<file path="src/rtl/traffic_phase_scheduler.sv">
// Two-approach intersection sequencer: main street rests in green, side street and
// pedestrian WALK are served on request, with all-red clearance between right-of-way changes.
module traffic_phase_scheduler #(
    parameter int TICK_DIV   = 27000000,
    parameter int MAIN_MIN   = 10,
    parameter int SIDE_GREEN = 6,
    parameter int YELLOW     = 3,
    parameter int ALL_RED    = 1,
    parameter int WALK       = 4
) (
    input  logic       clk,
    input  logic       rst,
    input  logic       side_req,
    input  logic       ped_req,
    output logic       main_r,
    output logic       main_y,
    output logic       main_g,
    output logic       side_r,
    output logic       side_y,
    output logic       side_g,
    output logic       walk,
    output logic [2:0] phase
);

    typedef enum logic [2:0] {
        MAIN_G = 3'd0,
        MAIN_Y = 3'd1,
        CLR_A  = 3'd2,
        SIDE_G = 3'd3,
        SIDE_Y = 3'd4,
        CLR_B  = 3'd5
    } state_t;

    localparam int              PW           = $clog2(TICK_DIV);
    localparam logic [PW-1:0]   PRESC_MAX    = PW'(TICK_DIV - 1);
    localparam logic [15:0]     MAIN_MIN_M1  = 16'(MAIN_MIN - 1);
    localparam logic [15:0]     SIDE_G_M1    = 16'(SIDE_GREEN - 1);
    localparam logic [15:0]     YELLOW_M1    = 16'(YELLOW - 1);
    localparam logic [15:0]     ALL_RED_M1   = 16'(ALL_RED - 1);
    localparam logic [15:0]     WALK_TICKS   = 16'(WALK);
    localparam logic [15:0]     TCNT_MAX     = 16'hFFFF;

    // Lamp order: {main_r, main_y, main_g, side_r, side_y, side_g}
    function automatic logic [5:0] lamp_decode(input state_t s);
        logic [5:0] l;
        l = 6'b100_100;
        case (s)
            MAIN_G:  l = 6'b001_100;
            MAIN_Y:  l = 6'b010_100;
            SIDE_G:  l = 6'b100_001;
            SIDE_Y:  l = 6'b100_010;
            default: l = 6'b100_100;
        endcase
        return l;
    endfunction

    state_t        state_q, state_d;
    logic [PW-1:0] presc_q, presc_d;
    logic [15:0]   tcnt_q, tcnt_d;
    logic          ped_latch_q, ped_latch_d;
    logic          walk_act_q, walk_act_d;
    logic [5:0]    lamps_q, lamps_d;
    logic          walk_q, walk_d;

    logic side_s1_q, side_s2_q;
    logic ped_s1_q, ped_s2_q, ped_prev_q;

    logic tick;
    logic state_chg;
    logic enter_side;
    logic ped_edge;

    assign tick       = (presc_q == PRESC_MAX);
    assign ped_edge   = ped_s2_q & ~ped_prev_q;
    assign state_chg  = (state_d != state_q);
    assign enter_side = state_chg && (state_d == SIDE_G);

    // Two-flop synchronizers plus the previous ped sample for rising-edge detection
    always_ff @(posedge clk or negedge rst) begin
        if (!rst) begin
            side_s1_q  <= 1'b0;
            side_s2_q  <= 1'b0;
            ped_s1_q   <= 1'b0;
            ped_s2_q   <= 1'b0;
            ped_prev_q <= 1'b0;
        end else begin
            side_s1_q  <= side_req;
            side_s2_q  <= side_s1_q;
            ped_s1_q   <= ped_req;
            ped_s2_q   <= ped_s1_q;
            ped_prev_q <= ped_s2_q;
        end
    end

    always_comb begin
        state_d = state_q;
        case (state_q)
            CLR_B:   if (tick && tcnt_q == ALL_RED_M1) state_d = MAIN_G;
            MAIN_G:  if (tick && tcnt_q >= MAIN_MIN_M1 && (side_s2_q || ped_latch_q))
                         state_d = MAIN_Y;
            MAIN_Y:  if (tick && tcnt_q == YELLOW_M1)  state_d = CLR_A;
            CLR_A:   if (tick && tcnt_q == ALL_RED_M1) state_d = SIDE_G;
            SIDE_G:  if (tick && tcnt_q == SIDE_G_M1)  state_d = SIDE_Y;
            SIDE_Y:  if (tick && tcnt_q == YELLOW_M1)  state_d = CLR_B;
            default: state_d = CLR_B;
        endcase
    end

    // Every phase restarts its timing from zero so D ticks last exactly D*TICK_DIV cycles
    always_comb begin
        presc_d = presc_q + PW'(1);
        tcnt_d  = tcnt_q;
        if (state_chg) begin
            presc_d = '0;
            tcnt_d  = '0;
        end else if (tick) begin
            presc_d = '0;
            if (tcnt_q != TCNT_MAX) tcnt_d = tcnt_q + 16'd1;
        end
    end

    // A ped edge coinciding with side-green entry stays latched for the following cycle
    always_comb begin
        ped_latch_d = ped_edge | (ped_latch_q & ~enter_side);
        walk_act_d  = enter_side ? ped_latch_q : walk_act_q;
        lamps_d     = lamp_decode(state_d);
        walk_d      = (state_d == SIDE_G) && walk_act_d && (tcnt_d < WALK_TICKS);
    end

    always_ff @(posedge clk or negedge rst) begin
        if (!rst) begin
            state_q     <= CLR_B;
            presc_q     <= '0;
            tcnt_q      <= '0;
            ped_latch_q <= 1'b0;
            walk_act_q  <= 1'b0;
            lamps_q     <= 6'b100_100;
            walk_q      <= 1'b0;
        end else begin
            state_q     <= state_d;
            presc_q     <= presc_d;
            tcnt_q      <= tcnt_d;
            ped_latch_q <= ped_latch_d;
            walk_act_q  <= walk_act_d;
            lamps_q     <= lamps_d;
            walk_q      <= walk_d;
        end
    end

    assign {main_r, main_y, main_g, side_r, side_y, side_g} = lamps_q;
    assign walk  = walk_q;
    assign phase = state_q;

endmodule
</file>
<file path="config.mk">
export PLATFORM = sky130hd
export DESIGN_NAME = traffic_phase_scheduler
export DESIGN_NICKNAME = d
export VERILOG_FILES = /design/src/rtl/traffic_phase_scheduler.sv
export SDC_FILE = /design/constraint.sdc
export NUM_CORES = 1
export LEC_CHECK = 0
export ABC_AREA = 0
export CORE_ASPECT_RATIO = 1.5
export CORE_MARGIN = 5
export CORE_UTILIZATION = 35
export CTS_BUF_LIST = sky130_fd_sc_hd__clkbuf_2 sky130_fd_sc_hd__clkbuf_4 sky130_fd_sc_hd__clkbuf_8
export DETAILED_ROUTE_END_ITERATION = 6
export GPL_TIMING_DRIVEN = 0
export PLACE_DENSITY = 0.61
export SYNTH_ARGS = -nofsm -noshare
export SYNTH_HDL_FRONTEND = slang
export SYNTH_SLANG_ARGS = --single-unit
</file>
<file path="constraint.sdc">
create_clock -name clk -period 3.1 [get_ports clk]
set_clock_uncertainty 0.15 [all_clocks]
set_input_delay 0.62 -clock clk [delete_from_list [all_inputs] [get_ports clk]]
set_output_delay 0.62 -clock clk [all_outputs]
set_load 0.01 [all_outputs]
</file>
# Yosys cells after proc, flatten, opt, wreduce, memory -nomap -nowiden
# Cells that the tools add are included.
# word_totals
n_memories	0
latchBits	0
out_inout_bits	10
ff_bits	58
mem_bits_ro	0
ram_bits	0
# classes
div_mod_pow	0
n_reduce_logical	12
muxes	14
n_eq_ne	13
n_addsub	2
bitwise_logic	5
n_mul	0
shift	0
magnitude_cmp	2
# ops
cell	n
$mux 25	2
$mux 16	3
$add 25x1->25 const B	1
$eq 25x25->1 const B	1
$pmux 6 s4	1
$mux 3	6
$pmux 3 s6	1
$add 16x1->16 const B	1
$eq 16x2->1 const B	1
$eq 16x3->1 const B	1
$ge 16x4->1 const B	1
$logic_not 16->1	1
$lt 16x3->1 const B	1
$ne 16x16->1 const B	1
$eq 3x2->1 const B	3
$eq 3x3->1 const B	3
$logic_and 1x1->1	8
$eq 3x1->1 const B	2
$logic_not 3->1	2
$ne 3x3->1	1
$and 1x1->1	2
$not 1->1	2
$logic_or 1x1->1	1
$mux 1	1
$or 1x1->1	1

# Logic depth before layout (Yosys ltp)
# Gate-level depths: netlist (run 1).
# depth
ltp_word	10
depth_mapped	10

# Worst setup path before layout (run 1)
# OpenSTA, ideal clock, no wires.
# synth_timing
path_kind	reg2reg
startpoint	register tcnt_q[1]
endpoint	register walk_q (netlist: walk)
path_stages_with_launch	10
setup_slack_ns	0.629
arrival_time_ns	2.202
setup_time_ns	0.120
required_ns	2.830
path_cell_list	dfrtp_1 -> inv_1 -> ha_1 -> or3b_2 -> a21oi_1 -> nor3_1 -> o21ai_0 -> o311ai_2 -> a41o_1 -> and3_1
# synth_via
elab_chain_len	10
# synth_lines
item	line_no	source
from (decl)	59	logic [15:0] tcnt_q, tcnt_d;
from (signal assigned)	142	tcnt_q <= tcnt_d;
branches (longest 9 deep; another with $ge 16x4->1)	--	
$logic_and 1x1->1 (*)	127	walk_d = (state_d == SIDE_G) && walk_act_d && (tcnt_d < WALK_TICKS);
named net walk_d	63	logic walk_q, walk_d;
to (signal assigned)	146	walk_q <= walk_d;
to (decl)	63	
# Mark *: on every way through the listed nets, which the timed path passes.

# Worst setup path in the final report (run 1)
# layout_timing
startpoint	register tcnt_q[0]
endpoint	register walk_q (netlist: walk)
# The elaborated chain is that of the path after synthesis.

==> impl_metrics.json, run 1 <==
{
  "status": "completed",
  "cp-startpoint": "tcnt_q[0]",
  "fin_crit_ps": 2840,
  "finalSetupTns_ps": 0,
  "crit_type": "reg -> reg",
  "dieHeight_um": 128,
  "antenna_found_initial": 0,
  "fin_area_um2": 3700,
  "grt_pass1_wl_um": 11900,
  "wl_um": 6610,
  "area_growth_pct": 14.9,
  "numPortBuffers": 13,
  "synth-edff-count": 0,
  "layout-drive-gt1-share": 0.165,
  "crit_fanout": 6,
  "seq_power_share": 0.521,
  "combPwrFrac": 0.014,
  "vdd_drop_max_mv": 0.341,
  "fp.dieArea_um2": 11300,
  "cts_setup_buffers": 0,
  "diodes": 0,
  "final_cells": 475,
  "required_ps": 3230,
  "grt-ovfl-total": 0,
  "synthArstFlopShare": 1.00,
  "rows": 43,
  "start_util": 0.352,
  "mostFrequentLayoutCell": "nor2_1",
  "post-route-drc-count": 0,
  "syn_inst": 333,
  "slew_viol_final": 0,
  "p_sw_uw": 310,
  "fin_total_pwr_mw": 1.46,
  "r2r-start": "tcnt_q[0]",
  "nets": 368,
  "num_vias": 2414,
  "syn_area_per_cell_um2": 9.68,
  "critPathCaptureType": "flop",
  "clock-sinks": 58,
  "post-route-period-util": 0.917,
  "setup_viol": 0,
  "drt_iter0_markers": 106,
  "die_w_um": 88.4,
  "placed_cells": 459,
  "drtPass1Iterations": 5,
  "max-clock-path-buffers": 2,
  "cts_buffers": 9,
  "synthDistinctLibCells": 64,
  "ys_seq_area_frac": 0.452,
  "cts_tree": "yes",
  "wl_per_cell_um": 13.9,
  "htree_levels": 3,
  "ant_nets": 0,
  "core-area_um2": 9150,
  "internal_power_mw": 1.15,
  "start_kind": "flop",
  "cts_root_buf": "clkbuf_8",
  "final_cell_mix": "59 x nor2_1, 54 x dfrtp_1, 26 x nand2_1",
  "gp_routability_congestion": 0.856,
  "slew-limit-headroom": 0.526,
  "cap_violations": 0,
  "r2r_end": "walk",
  "clkTransAtPathRegs_ps": 60,
  "place_area_um2": 3510,
  "worst_pin_slew_ps": 710,
  "first_global_vias": 2504,
  "grt_max_degree": 36,
  "clock.fmax_mhz": 352,
  "power_density_nw_per_um2": 395,
  "rsz0062_at_grt": "false",
  "rrSetupSlack_ps": 260,
  "cp.arrival_ps": 2970,
  "clock_latency_ps": 340,
  "viasPerCell": 5.08,
  "place_hpwl_um": 5010,
  "hold_slack_ps": 118,
  "reg2reg_depth": 9,
  "hp-class": "in -> async",
  "io_pins": 14,
  "synth_seq_cells": 58,
  "syn-cell-area_um2": 3220,
  "ys_dominant_reg_cell": "dfrtp_1",
  "n_fill_cell": 925,
  "grt_usage": 0.136,
  "syn-num-nets": 343,
  "p_sw_frac": 0.212,
  "pwr-share-clk": 0.465,
  "yosysWarnings": 0,
  "leakage_nw": 1.67,
  "hold_viol": 0
}
worst max-delay path by stage:
stage                  end  slack, ps  depth (start not counted)
2_1_floorplan         walk        630                          9
3_3_place_gp   presc_q[21]       -550                          1
3_5_place_dp          walk        190                          9
4_1_cts               walk        160                          9
5_1_grt               walk         70                          9
6_report              walk        260                          9
per-stage QoR:
step | setup slack, ps | util
floorplan | 629 | -
global placement | -551 | 0.382
detailed placement | 186 | 0.384
CTS | 155 | 0.405
global route | 68.5 | 0.405
finish | 258 | 0.405
worst max-delay path, stage by stage, from the launching register on:
cell       delay (ps)
dfrtp_1           440
ha_1              280
nand2_1           200
nor3_1             80
a2111oi_2         560
xnor2_1           200
nand3_1           100
nor4b_1           350
a41o_1            240
and3_1            170
cells in the mapped netlist (all sizes together), types with 2 or more instances:
| library cell | number | area (µm²) |
|---|---|---|
| xnor2 | 14 | 123 |
| mux2 | 2 | 22.5 |
| inv | 7 | 26.3 |
| a21oi | 8 | 43.8 |
| dfrtp | 54 | 1350 |
| and2 | 6 | 42.5 |
| nor3 | 14 | 75.1 |
| a311oi | 2 | 17.5 |
| o21ai | 6 | 33.8 |
| and4 | 4 | 35.0 |
| ha | 6 | 75.1 |
| dfstp | 4 | 105 |
| xor2 | 23 | 201 |
| nor4 | 4 | 76.3 |
| nand2b | 2 | 12.5 |
| buf | 10 | 58.8 |
| nand4 | 8 | 71.3 |
| a211o | 2 | 18.8 |
| nor2 | 59 | 221 |
| and3 | 12 | 77.6 |
| mux2i | 3 | 30.0 |
| nand3 | 23 | 115 |
| or2 | 3 | 21.3 |
| and4b | 2 | 20.0 |
| clkbuf | 3 | 12.5 |
| nand2 | 26 | 97.6 |
| nor2b | 5 | 31.3 |
registers in the layout (all words and copies together) (netlist names), 3 cells and up:
signal   cells
phase        3
lamps_q      6
tcnt_q      16
presc_q     25
layout make-up:
class,count,area (µm²),area share
clock inverter,5,55.1,0.0149
clock buffer,11,139,0.0375
buffer,13,71.3,0.0193
timing repair buffer,14,145,0.0392
multi-input combinational,255,1670,0.451
sequential,58,1460,0.393
inverter,7,26.3,0.00710
tap,112,140,0.0379
power groups by stage:
stage / Sequential, mW / Clock (mW) / Combinational, mW
after global routing: 0.761 / 0.744 / 0.0242
final: 0.762 / 0.680 / 0.0200
after floorplan: 0.775 / 0 / 0.000213
after CTS: 0.761 / 0.709 / 0.0221
after global placement: 0.775 / 0 / 0.0190
after detailed placement: 0.775 / 0 / 0.0221
cells by family (layout without fill, tap and decap cells):
kind of cell             Yosys count  count (layout)  synth area share
adder cells (fa/ha/maj)            6               6            0.0233
AO/OA/AOI/OAI                     32              32            0.0753
flip-flops                        58              58             0.452
XOR/XNOR                          37              37             0.101
multiplexers                       5               5            0.0163
AND/OR/NAND/NOR                  175             175             0.302
buffers and inverters             20              50            0.0303
metal layers:
layer	global-route usage	part of all wire
met5	0	0
met4	0.0774	0.033
met3	0.0316	0.030
met2	0.219	0.51
met1	0.164	0.43
repair_timing:
action                                  CTS  global route
gates resized for setup                   0             1
endpoints found under the setup margin    0             1
hold buffers                              0             0
(Power assumes the default switching activity.)
==> inputs of run 2 (changes only) <==
Settings changed: CTS_CLUSTER_SIZE from default to 30, GPL_ROUTABILITY_DRIVEN from default to 0.
==> results of run 2 <==
Final layout, timing and power as in run 1 (identical DEF).
==> variant 1 (flow settings as in run 1) <==
Add an input register stage for `side_req` and `ped_req`, cleared by the reset; this delays them by one clock.
--- a/src/rtl/traffic_phase_scheduler.sv
+++ b/src/rtl/traffic_phase_scheduler.sv
@@ -39,6 +39,19 @@
     localparam logic [15:0]     ALL_RED_M1   = 16'(ALL_RED - 1);
     localparam logic [15:0]     WALK_TICKS   = 16'(WALK);
     localparam logic [15:0]     TCNT_MAX     = 16'hFFFF;
+
+    logic side_req_q;
+    logic ped_req_q;
+
+    always_ff @(posedge clk or negedge rst) begin
+        if (!rst) begin
+            side_req_q <= '0;
+            ped_req_q  <= '0;
+        end else begin
+            side_req_q <= side_req;
+            ped_req_q  <= ped_req;
+        end
+    end
 
     // Lamp order: {main_r, main_y, main_g, side_r, side_y, side_g}
     function automatic logic [5:0] lamp_decode(input state_t s);
@@ -84,9 +97,9 @@
             ped_s2_q   <= 1'b0;
             ped_prev_q <= 1'b0;
         end else begin
-            side_s1_q  <= side_req;
+            side_s1_q  <= side_req_q;
             side_s2_q  <= side_s1_q;
-            ped_s1_q   <= ped_req;
+            ped_s1_q   <= ped_req_q;
             ped_s2_q   <= ped_s1_q;
             ped_prev_q <= ped_s2_q;
         end
Formal check against the unedited RTL: no difference found for any inputs over 10 cycles, from zero or initial values and one cycle with rst low; that may be too few to reach the edited logic, so the function may still have changed.
==> variant 1 against run 1 <==
- area after synthesis decreased by 1.2%
- via count is 5.1% higher
- critical endpoint unchanged
- critical path type unchanged
- worst setup slack worse by 140 ps
- routed wire length grew 4.6%
- clock power increased by 6.6%
- power up 5.0%
- highest routed layer unchanged
- synthesized cell count is 2.4% higher
- critical path depth unchanged
- sequential cell count up 2
- final cell count rose by 1.9%
- fmax fell by 4.6%
- worst hold slack better by 1.8 ps
- cell area is 0.20% higher
==> variant 1: results (changes against run 1) <==
Leak = 1.60 nW (was 1.67 nW)
Cts bufs inserted = 9 (unchanged)
Crit path max fanout = 8 (was 6)
Via count = 2538 (was 2414)
Clk_lat worst skew = 350 ps
Pin count of the biggest net entering global routing = 36 (unchanged)
Final WL = 6910 microns (was 6610 microns)
Post-Syn Nets = 351 (was 343)
Critical Path Max Stage Delay = 560 ps (about the same)
Layout cells sized above 1 = 13.1% (was 16.5%)
Layout Nets = 379 (was 368)
Sequential area share after synthesis = 47.3% (was 45.2%)
H-tree depth = 3 (unchanged)
Initial antenna violation count = 0 (unchanged)
Maxcap violations = 0 (unchanged)
Worst Max-Slew Pin Slew = 584 ps (was 710 ps)
Vias in the first global route = 2577 (was 2504)
Largest reg by FF count = presc_q (unchanged)
Top flop regs = presc_q x25, tcnt_q x16, lamps_q x6 (unchanged)
Clock transition at path regs = 70 ps
First-pass GRT wire length = 12000 microns (was 11900 microns)
Synth warn = 0 (unchanged)
Number of buffers added on ports = 13 (unchanged)
Dpl hpwl = 4960 microns (was 5010 microns)
Primary FF master, synth = dfrtp_1 (unchanged)
CP delay by family, top = simple AND/OR/NAND/NOR gates (unchanged)
Library cells used by synthesis = 50 (was 64)
CP max-delay cell = or4b_4 (was a2111oi_2)
Total track usage = 13.8% (was 13.6%)
Clock Tree Buf Depth = 2 (unchanged)
Placer congestion estimate = 0.915 (was 0.856)
Synth area leaders = dfrtp_1 44%, nor2_1 7.9%, xor2_1 5.2% (was dfrtp_1 42%, nor2_1 6.9%, xor2_1 6.3%)
VDD IR max = 0.215 mV (was 0.341 mV)
Filler cell count = 890 (was 925)
Ys async rst share = 100% (unchanged)
1st-pass router iterations = 4 (was 5)
Clock root buffer = clkbuf_8 (unchanged)
# diodes = 0 (unchanged)
Worst min-delay path category = primary input to async pin (unchanged)
DR iter-0 viols = 123 (was 106)
Outcome = completed (unchanged)
Synth cell count leaders = 67 x nor2_1, 56 x dfrtp_1, 31 x nand2_1, 19 x xor2_1, 18 x nand3_1 (was 59 x nor2_1, 54 x dfrtp_1, 26 x nand2_1, 23 x nand3_1, 23 x xor2_1)
R2r setup slk = 120 ps (was 260 ps)
variant 1: cell types whose count changed in the layout (fill, tap and decap cells not counted), moves of 4 or more:
cell / change
or3_1: +7
nand3_1: -5
o21ai_0: +10
nor4_1: +6
buf_4: +4
nand2_1: +5
nor2b_1: -5
nand4_1: +6
xor2_1: -4
and3_1: -4
nor2_1: +8
nor3_1: -5
variant 1: power by group:
group          internal, W  leakage, nW  switching, W
combinational   0.00000527        0.708     0.0000155
clock             0.000428        0.108      0.000296
sequential        0.000788        0.781    0.00000150
variant 1: cell families (layout without fill, tap and decap cells):
kind of cell    after synthesis  after routing  share of synthesized area [%]
mux                           5              5                           1.61
buf+inv                      20             53                           2.63
xor+xnor                     33             33                           9.08
flops                        60             60                           47.3
simple gates                186            186                           30.8
compound gates               31             31                           6.17
fa+ha+maj                     6              6                           2.36
variant 1: what timing repair did:
item	CTS	global route
setup buffers	3	1
pin swaps	2	1
gates resized for setup	2	4
endpoints found under the setup margin	11	4
variant 1: final timing paths:
kind                            start          to  cells after the start
max reg2reg                presc_q[6]        walk                      9
max                        presc_q[6]        walk                      9
max in group asynchronous         rst  lamps_q[2]                      2
min reg2reg                side_req_q   side_s1_q                      0
min                               rst  lamps_q[4]                      1
min in group clk           side_req_q   side_s1_q                      0
variant 1: final cells by class:
type	instances	area share (%)
Inverter	7	0.708
Timing Repair Buffer	18	4.72
Multi-Input combinational cell	261	43.3
Sequential cell	60	40.6
Clock buffer	14	4.52
Buffer	12	1.48
Clock inverter	2	0.944
Tap cell	110	3.71
variant 1: worst register-to-register path: cells and delay by family, from the launching register on:
kind / cells / cell delay, ps
and+or+nand+nor: 6 / 1860
buffers and inverters: 1 / 180
AOI/OAI and AO/OA: 2 / 250
DFF: 1 / 460
variant 1: through the flow:
stage	total power (W)	hold WS, ps	std cells	setup WS [ps]	instance area [sq um]
2_1_floorplan	0.000803	174	341	366	3180
3_3_place_gp	0.000823	189	464	-668	3450
3_5_place_dp	0.000826	186	465	-170	3470
4_1_cts	0.00156	127	484	37.1	3700
5_1_grt	0.00160	153	484	-8.27	3710
6_report	0.00153	120	484	122	3710
variant 1: metal layers:
layer	track usage, %	share of wire, %	vias to the layer above
met5	0	0	-
met4	6.23	2.4	0
met3	4.28	4.2	13
met2	23.8	53	48
met1	15.3	40	1233
li1	-	-	1244
==> variant 2 (settings of run 1) <==
Without the edit above. Change the parameter `TICK_DIV` from 27000000 to 54000000.
--- a/src/rtl/traffic_phase_scheduler.sv
+++ b/src/rtl/traffic_phase_scheduler.sv
@@ -1,7 +1,7 @@
 // Two-approach intersection sequencer: main street rests in green, side street and
 // pedestrian WALK are served on request, with all-red clearance between right-of-way changes.
 module traffic_phase_scheduler #(
-    parameter int TICK_DIV   = 27000000,
+    parameter int TICK_DIV   = 54000000,
     parameter int MAIN_MIN   = 10,
     parameter int SIDE_GREEN = 6,
     parameter int YELLOW     = 3,
Behaviour: same outputs for any inputs over 10 cycles, from zero or initial values and one cycle with rst low; that may be too few to reach the edited logic, so the function may still have changed.
==> variant 2 against run 1 <==
- cell area increased by 5.1%
- worst setup slack worse by 140 ps
- combinational power is 4% higher
- power fell by 2.9%
- count of clock-buffer cells in the layout unchanged
- area after synthesis up 3.3%
- routed wire length increased by 7.5%
- sequential power up 2%
- critical path depth unchanged
- sequential cell count rose by 1
- critical path type unchanged
- critical endpoint unchanged
- largest cell class unchanged
==> variant 2: results (changes against run 1) <==
Slew HR = 55.8% (was 52.6%)
Peak Freq = 335 MHz (was 352 MHz)
Post-synthesis compound-gate area fraction = 7.71% (was 7.53%)
Final WL = 7100 microns (was 6610 microns)
Layout Nets = 387 (was 368)
Area of the multi-input gates = 1720 sq um (was 1670 sq um)
Outcome = completed (unchanged)
Placed cell count = 471 (was 459)
Vias in the first global route = 2609 (was 2504)
Synth cell count leaders = 58 x nor2_1, 55 x dfrtp_1, 24 x nand2_1, 24 x xor2_1, 18 x nand3_1 (was 59 x nor2_1, 54 x dfrtp_1, 26 x nand2_1, 23 x nand3_1, 23 x xor2_1)
Dpl hpwl = 5070 microns (was 5010 microns)
Layout cells sized above 1 = 20.4% (was 16.5%)
Post-Synth XOR/XNOR Area = 9.74% (was 10.1%)
Post-place instance area = 3610 sq um (was 3510 sq um)
Post-CTS setup repair buffer count = 2 (was 0)
Combinational power = 0.0000209 W (was 0.0000200 W)
Synth area leaders = dfrtp_1 41%, nor2_1 6.5%, xor2_1 6.3% (was dfrtp_1 42%, nor2_1 6.9%, xor2_1 6.3%)
Via-to-Cell Ratio = 5.19 (was 5.08)
Post-Syn Nets = 355 (was 343)
Crit path max fanout = 9 (was 6)
Sw Pwr = 0.000325 W (was 0.000310 W)
Non-Filler Instances = 494 (was 475)
VDD IR max = 0.260 mV (was 0.341 mV)
Pin count of the biggest net entering global routing = 40 (was 36)
Leak = 1.70 nW (was 1.67 nW)
Critical Path Max Stage Delay = 540 ps (was 560 ps)
Post-CTS Resized = 1 (was 0)
Avg Synthesized Cell Area = 9.65 sq um (was 9.68 sq um)
Top flop regs = presc_q x26, tcnt_q x16, lamps_q x6 (was presc_q x25, tcnt_q x16, lamps_q x6)
-- variant 2: cell count changes after synthesis, sizes merged, moves of 3 or more --
| cell | before | now |
|---|---|---|
| nand3 | 23 | 18 |
| nor4 | 4 | 10 |
| or2 | 3 | 0 |
| and3 | 12 | 8 |
| nand4 | 8 | 15 |
| or4 | 1 | 4 |
| nor3 | 14 | 6 |
| clkbuf | 3 | 7 |
| inv | 7 | 10 |
| a21oi | 8 | 5 |
-- variant 2: cell type report --
cell class / instances / area share [%]
timing repair buffer: 22 / 5.27
clock buffer: 11 / 3.73
buffer: 18 / 3.41
inverter: 10 / 0.965
sequential: 59 / 38.1
clock inverter: 5 / 0.772
multi-input combinational: 257 / 44.2
tap: 112 / 3.60
-- variant 2: per-layer routing --
metal | global-route usage (%) | up-vias | part of all wire, %
met1 | 15.1 | 1243 | 42
met3 | 3.24 | 18 | 3.0
li1 | - | 1260 | -
met5 | 0 | - | 0
met2 | 23.2 | 44 | 52
met4 | 7.80 | 0 | 3.1
